## src/rtl/if_fetch_queue.sv

```systemverilog
// Instruction fetch unit with a credit-limited fetch queue. It issues sequential word reads,
// tracks the single outstanding request and buffers the responses for an in-order consumer.
module if_fetch_queue #(
  parameter int                   BUS_WIDTH     = 64,
  parameter int                   INSTR_WIDTH   = 32,
  parameter int                   INSTR_MEM_LEN = 15,
  parameter int                   FQ_DEPTH      = 4,
  parameter logic [BUS_WIDTH-1:0] RESET_PC      = '0
) (
  input  logic                         clk,
  input  logic                         rst_n,
  input  logic                         redirect_valid,
  input  logic [BUS_WIDTH-1:0]         redirect_pc,
  output logic                         imem_en,
  output logic [INSTR_MEM_LEN-1:0]     imem_addr,
  input  logic [INSTR_WIDTH-1:0]       imem_rdata,
  output logic                         out_valid,
  input  logic                         out_ready,
  output logic [BUS_WIDTH-1:0]         out_pc,
  output logic [INSTR_WIDTH-1:0]       out_instr,
  output logic [$clog2(FQ_DEPTH):0]    fq_count
);

  localparam int PW  = $clog2(FQ_DEPTH);
  localparam int CW  = PW + 1;
  localparam int CW1 = CW + 1;
  localparam logic [BUS_WIDTH-1:0] PC_ALIGN = ~BUS_WIDTH'(3);

  logic [BUS_WIDTH-1:0]   fetch_pc_q, fetch_pc_d;
  logic [BUS_WIDTH-1:0]   inflight_pc_q, inflight_pc_d;
  logic                   inflight_valid_q, inflight_valid_d;
  logic [PW-1:0]          head_q, head_d;
  logic [PW-1:0]          tail_q, tail_d;
  logic [CW-1:0]          count_q, count_d;

  logic [BUS_WIDTH-1:0]   pc_mem    [FQ_DEPTH];
  logic [INSTR_WIDTH-1:0] instr_mem [FQ_DEPTH];

  logic                   head_valid;
  logic                   pop;
  logic                   push;
  logic                   issue;
  logic [CW1-1:0]         credit_used;

  // Credits count queued entries plus the outstanding read, so a response always has a slot.
  always_comb begin
    head_valid  = (count_q != '0);
    credit_used = CW1'(count_q) + CW1'(inflight_valid_q) - CW1'(head_valid & out_ready);
    issue       = rst_n & ~redirect_valid & (credit_used < CW1'(FQ_DEPTH));
    push        = inflight_valid_q & ~redirect_valid;
    pop         = head_valid & out_ready & ~redirect_valid;
  end

  always_comb begin
    fetch_pc_d       = fetch_pc_q;
    inflight_pc_d    = inflight_pc_q;
    inflight_valid_d = 1'b0;
    head_d           = head_q;
    tail_d           = tail_q;
    count_d          = count_q;

    if (redirect_valid) begin
      fetch_pc_d = redirect_pc & PC_ALIGN;
      head_d     = '0;
      tail_d     = '0;
      count_d    = '0;
    end else begin
      if (issue) begin
        inflight_valid_d = 1'b1;
        inflight_pc_d    = fetch_pc_q;
        fetch_pc_d       = fetch_pc_q + BUS_WIDTH'(4);
      end
      if (push) tail_d = tail_q + PW'(1);
      if (pop)  head_d = head_q + PW'(1);
      case ({push, pop})
        2'b10:   count_d = count_q + CW'(1);
        2'b01:   count_d = count_q - CW'(1);
        default: count_d = count_q;
      endcase
    end
  end

  always_ff @(posedge clk or negedge rst_n) begin
    if (!rst_n) begin
      fetch_pc_q       <= RESET_PC & PC_ALIGN;
      inflight_pc_q    <= '0;
      inflight_valid_q <= 1'b0;
      head_q           <= '0;
      tail_q           <= '0;
      count_q          <= '0;
    end else begin
      fetch_pc_q       <= fetch_pc_d;
      inflight_pc_q    <= inflight_pc_d;
      inflight_valid_q <= inflight_valid_d;
      head_q           <= head_d;
      tail_q           <= tail_d;
      count_q          <= count_d;
    end
  end

  // Payload storage needs no reset: count_q gates visibility of every entry.
  always_ff @(posedge clk) begin
    if (push) begin
      pc_mem[tail_q]    <= inflight_pc_q;
      instr_mem[tail_q] <= imem_rdata;
    end
  end

  assign imem_en   = issue;
  assign imem_addr = fetch_pc_q[INSTR_MEM_LEN+1:2];
  assign out_valid = head_valid;
  assign out_pc    = pc_mem[head_q];
  assign out_instr = instr_mem[head_q];
  assign fq_count  = count_q;

endmodule
```

## config.mk

```make
export PLATFORM = sky130hd
export DESIGN_NAME = if_fetch_queue
export DESIGN_NICKNAME = d
export VERILOG_FILES = /design/src/rtl/if_fetch_queue.sv
export SDC_FILE = /design/constraint.sdc
export NUM_CORES = 1
export LEC_CHECK = 0
export BUFFER_PORTS_ARGS = -buffer_cell sky130_fd_sc_hd__buf_2
export CAP_MARGIN = 20
export CELL_PAD_IN_SITES_DETAIL_PLACEMENT = 2
export CELL_PAD_IN_SITES_GLOBAL_PLACEMENT = 2
export CORE_MARGIN = 2
export CORE_UTILIZATION = 47
export DETAILED_ROUTE_END_ITERATION = 8
export PLACE_DENSITY = 0.93
export SYNTH_ARGS = -nofsm -noshare
export SYNTH_HDL_FRONTEND = slang
export SYNTH_SLANG_ARGS = --single-unit
```

## constraint.sdc

```tcl
create_clock -name clk -period 9.78 [get_ports clk]
set_clock_uncertainty 0.05 [all_clocks]
set_input_delay 0.489 -clock clk [delete_from_list [all_inputs] [get_ports clk]]
set_output_delay 0.489 -clock clk [all_outputs]
set_load 0.05 [all_outputs]
```

; ---- Word level (Yosys, flattened, before mapping)
; Memory sizes are Yosys's and may differ from the RTL's.
; Cells that the tools add are included.
[totals]
elab_cells = 43
n_memories = 2
reg_bits = 136
ramBits = 384
[memory_table]
columns = name, words, width, rd, rd_clocked_by_memory_dff, write_ports, line_no
row1 = pc_mem, 4, 64, 1, 0, 1, 36  ; logic [BUS_WIDTH-1:0] pc_mem [FQ_DEPTH];
row2 = instr_mem, 4, 32, 1, 0, 1, 37  ; logic [INSTR_WIDTH-1:0] instr_mem [FQ_DEPTH];
[classes]
bitwise = 7
n_eq_ne = 2
n_mux = 12
n_reduce_logical = 6
n_addsub = 7
magnitude_cmp = 1
[ops]
columns = operator, count
row1 = two-way mux 64 bit, 2
row2 = "adder 64 x 3 -> 64 bit, second input constant", 1
row3 = two-way mux 2 bit, 4
row4 = AND 1 bit, 6
row5 = one-hot mux 3 bit (2 select lines), 1
row6 = nonzero test 2 bit, 3
row7 = nonzero test 3 bit, 2
row8 = "adder 2 x 1 -> 2 bit, second input constant", 2
row9 = adder 3 x 1 -> 4 bit, 1
row10 = "less-than comparator 4 x 3 -> 1 bit, second input constant", 1
row11 = two-way mux 1 bit, 4
row12 = subtractor 4 x 1 -> 4 bit, 1
row13 = "adder 3 x 1 -> 3 bit, second input constant", 1
row14 = two-way mux 3 bit, 1
row15 = "subtractor 3 x 1 -> 3 bit, second input constant", 1
row16 = "equality test 2 x 1 -> 1 bit, second input constant", 1
row17 = "equality test 2 bit, second input constant", 1
row18 = AND reduction 2 bit, 1
row19 = NOT 1 bit, 1

; ---- Logic depth before layout (Yosys ltp)
[depth]
word_depth = 7
mapped_depth = 14

; ---- Worst setup path before layout
; Ideal clock, no wire load.
[synth_path]
path_type = reg2reg
from = reg count_q[0], in the netlist fq_count[0]
to = reg inflight_pc_q[37]
required_time_ns = 9.605
n_path_buf = 3
period_less_slack_ns = 3.900
setup_time_ns = 0.125
slack_ns = 5.880
arrival_time_ns = 3.725
stages_incl_launch_ff = 14
path_cell_list = dfrtp_1 -> or3_1 -> and2_1 -> clkbuf_1 -> ha_1 -> inv_1 -> ha_1 -> nand3b_1 -> and4_1 -> buf_2 -> o31ai_1 -> nor2_2 -> buf_2 -> mux2_2
[synth_via]
elab_chain_cells = 6
word_cells_on_any_way = 7
classes_between = 2 x add/sub / 1 x order compare / 2 x bitwise / 2 x reduce/logical
[synth_lines]
columns = element, line_no
row1 = "start, declared", 34  ; logic [CW-1:0] count_q, count_d;
row2 = "start signal, assigned", 97  ; count_q <= count_d;
row3 = nonzero test 3 bit, 47  ; head_valid = (count_q != '0);
row4 = named net out_valid, 17  ; output logic out_valid,
row5 = AND 1 bit, 48  ; credit_used = CW1'(count_q) + CW1'(inflight_valid_q) - CW1'(head_valid & out_ready);
row6 = subtractor 4 x 1 -> 4 bit, 48
row7 = less-than comparator 4 x 3 -> 1 bit, 49  ; issue = rst_n & ~redirect_valid & (credit_used < CW1'(FQ_DEPTH));
row8 = AND 1 bit, 49
row9 = named net imem_en, 14  ; output logic imem_en,
row10 = AND reduction 2 bit (no line), n/a
row11 = "end signal, assigned", 93  ; inflight_pc_q <= inflight_pc_d;
row12 = "end, declared", 30  ; logic [BUS_WIDTH-1:0] inflight_pc_q, inflight_pc_d;
; The timed path passes the listed nets, and every way through them passes these cells.
; A chain may end at the register's enable or synchronous reset.

; ---- Worst setup path after layout
[layout_path]
from = reg count_q[2], in the netlist fq_count[2]
to = out imem_en
[layout_via]
elab_chain_cells = 5
word_cells_on_any_way = 6
classes_between = 2 x add/sub / 1 x order compare / 2 x bitwise / 1 x reduce/logical
[layout_lines]
columns = element, line_no
row1 = "parallel branches: the longest is 2 deep, another holds adder 3 x 1 -> 4 bit", n/a
row2 = subtractor 4 x 1 -> 4 bit *, 48
row3 = less-than comparator 4 x 3 -> 1 bit *, 49
row4 = AND 1 bit *, 49
row5 = "end, declared", 14
; Every way passes the cells marked *.

==> impl_metrics.py <==
metrics = {
    "sta": {
        "rsz0062_at_grt": "no",
        "finalSetupTns_ns": 0,
        "max_slew_margin": 0.263,
        "slew_viol_final": 0,
        "fin_crit_sh": 0.490,
        "holdWs_ns": 0.0559,
        "worst_slew_pin_slew_ns": 1.11,
        "fmax_mhz": 209,
        "setup_viol": 0,
        "hold_violations": 0,
        "fin_crit_ns": 4.79,
    },
    "clock_network": {
        "cts_setup_buffers": 0,
        "cts_buffers": 52,
        "clkLatencyLatePin_ns": 0.61,
        "cts_root_buf": "clkbuf_16",
        "cts_num_sinks": 508,
        "clockBufferDepth": 3,
        "clk_pin_slew_worst_paths_ns": 0.07,
        "cts_tree": "built",
        "h-tree-depth": 2,
        "cts-resized-gates": 0,
    },
    "critical_path": {
        "critPathCaptureType": "output port",
        "cp.required_ns": 9.24,
        "worstPathMaxFanout": 23,
        "rr_startpoint": "fq_count[2]",
        "path_class": "reg -> out",
        "worstPathArrival_ns": 4.25,
        "reg2reg_to": "inflight_pc_q[57]",
        "rrSetupSlack_ns": 5.20,
        "reg2reg_depth": 11,
        "crit_path_start_kind": "flip-flop",
    },
    "global_routing": {
        "globalRouteMet3Util": 0.0417,
        "antenna_found_initial": 7,
        "grtUsageMet1": 0.375,
        "grt_busiest_layer": "met2",
        "grt_max_degree": 74,
        "track_usage": 0.292,
        "grt_pass1_wl_mm": 94.0,
        "grt_overflow": 0,
        "use_met2": 0.504,
        "grt_pass1_vias": 13183,
    },
    "placement": {
        "dp_cells": 1865,
        "io_buffer_count": 211,
        "place_congestion": 0.827,
        "dp_hpwl_mm": 35.8,
    },
    "layout": {
        "fin_cells": 1974,
        "final_common_cell": "edfxtp_1",
        "drive_above_1_share": 0.381,
        "nets": 1447,
        "area_delta_synth_final_pct": 17.2,
        "layout_common_cells": "edfxtp_1 (376), buf_2 (209), dfrtp_1 (130), mux4_2 (94), mux2_2 (78)",
        "fillers": 3818,
    },
    "synthesis": {
        "synth_area_leaders": "edfxtp_1 (55%), dfrtp_1 (16%), mux4_2 (10%)",
        "syn_inst": 1126,
        "avgSynthCellArea_um2": 18.2,
        "yosys_warnings": 0,
        "seq_area_frac_synth": 0.714,
        "synth_area_leader_cell": "edfxtp_1",
        "synth_cell_types": 53,
        "netlist.area_leader.share": 0.552,
        "synth_seq_cells": 508,
        "netlist_area_um2": 20400,
    },
    "routing": {
        "routed_wire_length_per_instance_um": 32.5,
        "drt_iter0_markers": 883,
        "avgViaCountPerCell": 5.88,
        "detail-route-antenna-nets": 0,
        "vias": 11600,
        "first_pass_iters": 6,
        "drc": 0,
        "wl_mm": 64.1,
    },
    "floorplanning": {
        "io_pins": 216,
        "die-height_um": 213,
        "die_x_um": 213,
        "core_area_um2": 43000,
        "row_count": 76,
        "start_util": 0.476,
        "dieArea_um2": 45200,
    },
    "run": {
        "cap_violations": 0,
    },
    "worst_hold_path": {
        "min_from": "imem_rdata[26]",
        "hold_path.class": "in -> reg",
        "whs_endpoint": "instr_mem[2][26]",
        "hold_path_depth": 1,
    },
    "power": {
        "leakagePower_nw": 8.47,
        "vdd_drop_max_mv": 0.157,
        "p_per_area_nw_per_um2": 304,
    },
    "status": {
        "status": "complete, no violations",
    },
}
-- worst max-delay path: stages (launching register included) --
cell,delay [ns]
dfrtp_1,0.50
or3_1,0.36
and2_1,0.25
ha_1,0.23
inv_1,0.07
ha_1,0.23
nand3b_1,0.19
and4_1,0.51
o31ai_2,0.18
nor2_4,0.68
buf_2,0.41
-- sequential cells by signal, indices dropped and copies added, names as in the netlist --
name,flops
fetch_pc_q,62
fq_count,3
head_q,2
inflight_pc_q,62
inflight_valid_q,1
instr_mem,128
pc_mem,248
tail_q,2
-- per-stage QoR --
stage / setup slack [ns] / power [mW] / cell area, um^2 / utilization
floorplan: 5.88 / 4.43 / 20500 / -
global placement: 5.62 / 4.86 / 22000 / 0.512
detailed placement: 5.42 / 5.01 / 22000 / 0.512
CTS: 4.96 / 7.31 / 23900 / 0.555
global route: 4.83 / 7.51 / 24000 / 0.557
finish: 4.99 / 7.29 / 24000 / 0.557
-- area by class of cell --
type / count / area, um^2 / area share
well taps: 585 / 732 / 0.0306
inverters: 21 / 78.8 / 0.00329
diodes: 7 / 17.5 / 0.000731
multi-input cells: 527 / 5430 / 0.227
clock buffers: 68 / 1440 / 0.0602
clock inverters: 30 / 420 / 0.0175
repair buffers: 228 / 1230 / 0.0516
flip-flops and latches: 508 / 14600 / 0.610
-- power breakdown --
group	switching, mW	internal (mW)
registers	0.360	2.74
clock network	0.903	1.31
logic	1.32	0.647
-- layer usage --
layer / up-vias / wire length (um) / share of wire
li1: 4775 / - / -
met1: 6290 / 25800 / 0.40
met2: 419 / 33500 / 0.52
met3: 116 / 2660 / 0.041
met4: 0 / 2160 / 0.034
met5: - / 0 / 0
-- synthesized netlist by cell type, drive strengths merged --
| cell type | number |
|---|---|
| xnor2 | 42 |
| o21ai | 40 |
| nand4 | 26 |
| and4 | 1 |
| a21o | 1 |
| and2 | 8 |
| o311ai | 4 |
| nand3 | 22 |
| and4b | 1 |
| nor2 | 35 |
| mux2i | 3 |
| mux2 | 85 |
| dfrtp | 132 |
| ha | 8 |
| or2 | 1 |
| buf | 43 |
| nor4 | 23 |
| or4 | 1 |
| fa | 1 |
| nand2b | 1 |
| or3 | 3 |
| nor4b | 1 |
| xor2 | 24 |
| and3 | 1 |
| mux4 | 94 |
| nor3 | 28 |
| o31ai | 1 |
| edfxtp | 376 |
| nand2 | 65 |
| clkbuf | 28 |
| inv | 21 |
| a21oi | 2 |
| o31a | 1 |
| nand3b | 2 |
| conb | 1 |
-- cell families (layout without fill, tap and decap cells) --
group / count (synthesis) / in the layout / share of synthesized area
compound gates: 49 / 49 / 0.0149
xor+xnor: 66 / 66 / 0.0283
fa+ha+maj: 9 / 9 / 0.00587
buf+inv: 92 / 347 / 0.0220
flops: 508 / 508 / 0.714
mux: 182 / 182 / 0.152
other cells: 1 / 9 / 0.000183
simple gates: 219 / 219 / 0.0632
-- how the worst max path moves through the flow --
stage	start	to	slack, ns	cells after the start
6_report	fq_count[2]	imem_en	4.99	10
4_1_cts	fq_count[0]	imem_en	4.96	10
3_3_place_gp	fq_count[0]	inflight_pc_q[5]	5.62	11
2_1_floorplan	fq_count[0]	inflight_pc_q[37]	5.88	13
5_1_grt	fq_count[1]	imem_en	4.83	10
3_5_place_dp	fq_count[0]	inflight_pc_q[25]	5.42	11
-- timing repair --
item,in CTS,in global routing
endpoints found under the hold margin,66,0
hold buffers,1,0
endpoints found under the setup margin,0,0
No activity file was read; power rests on OpenSTA's default activity.
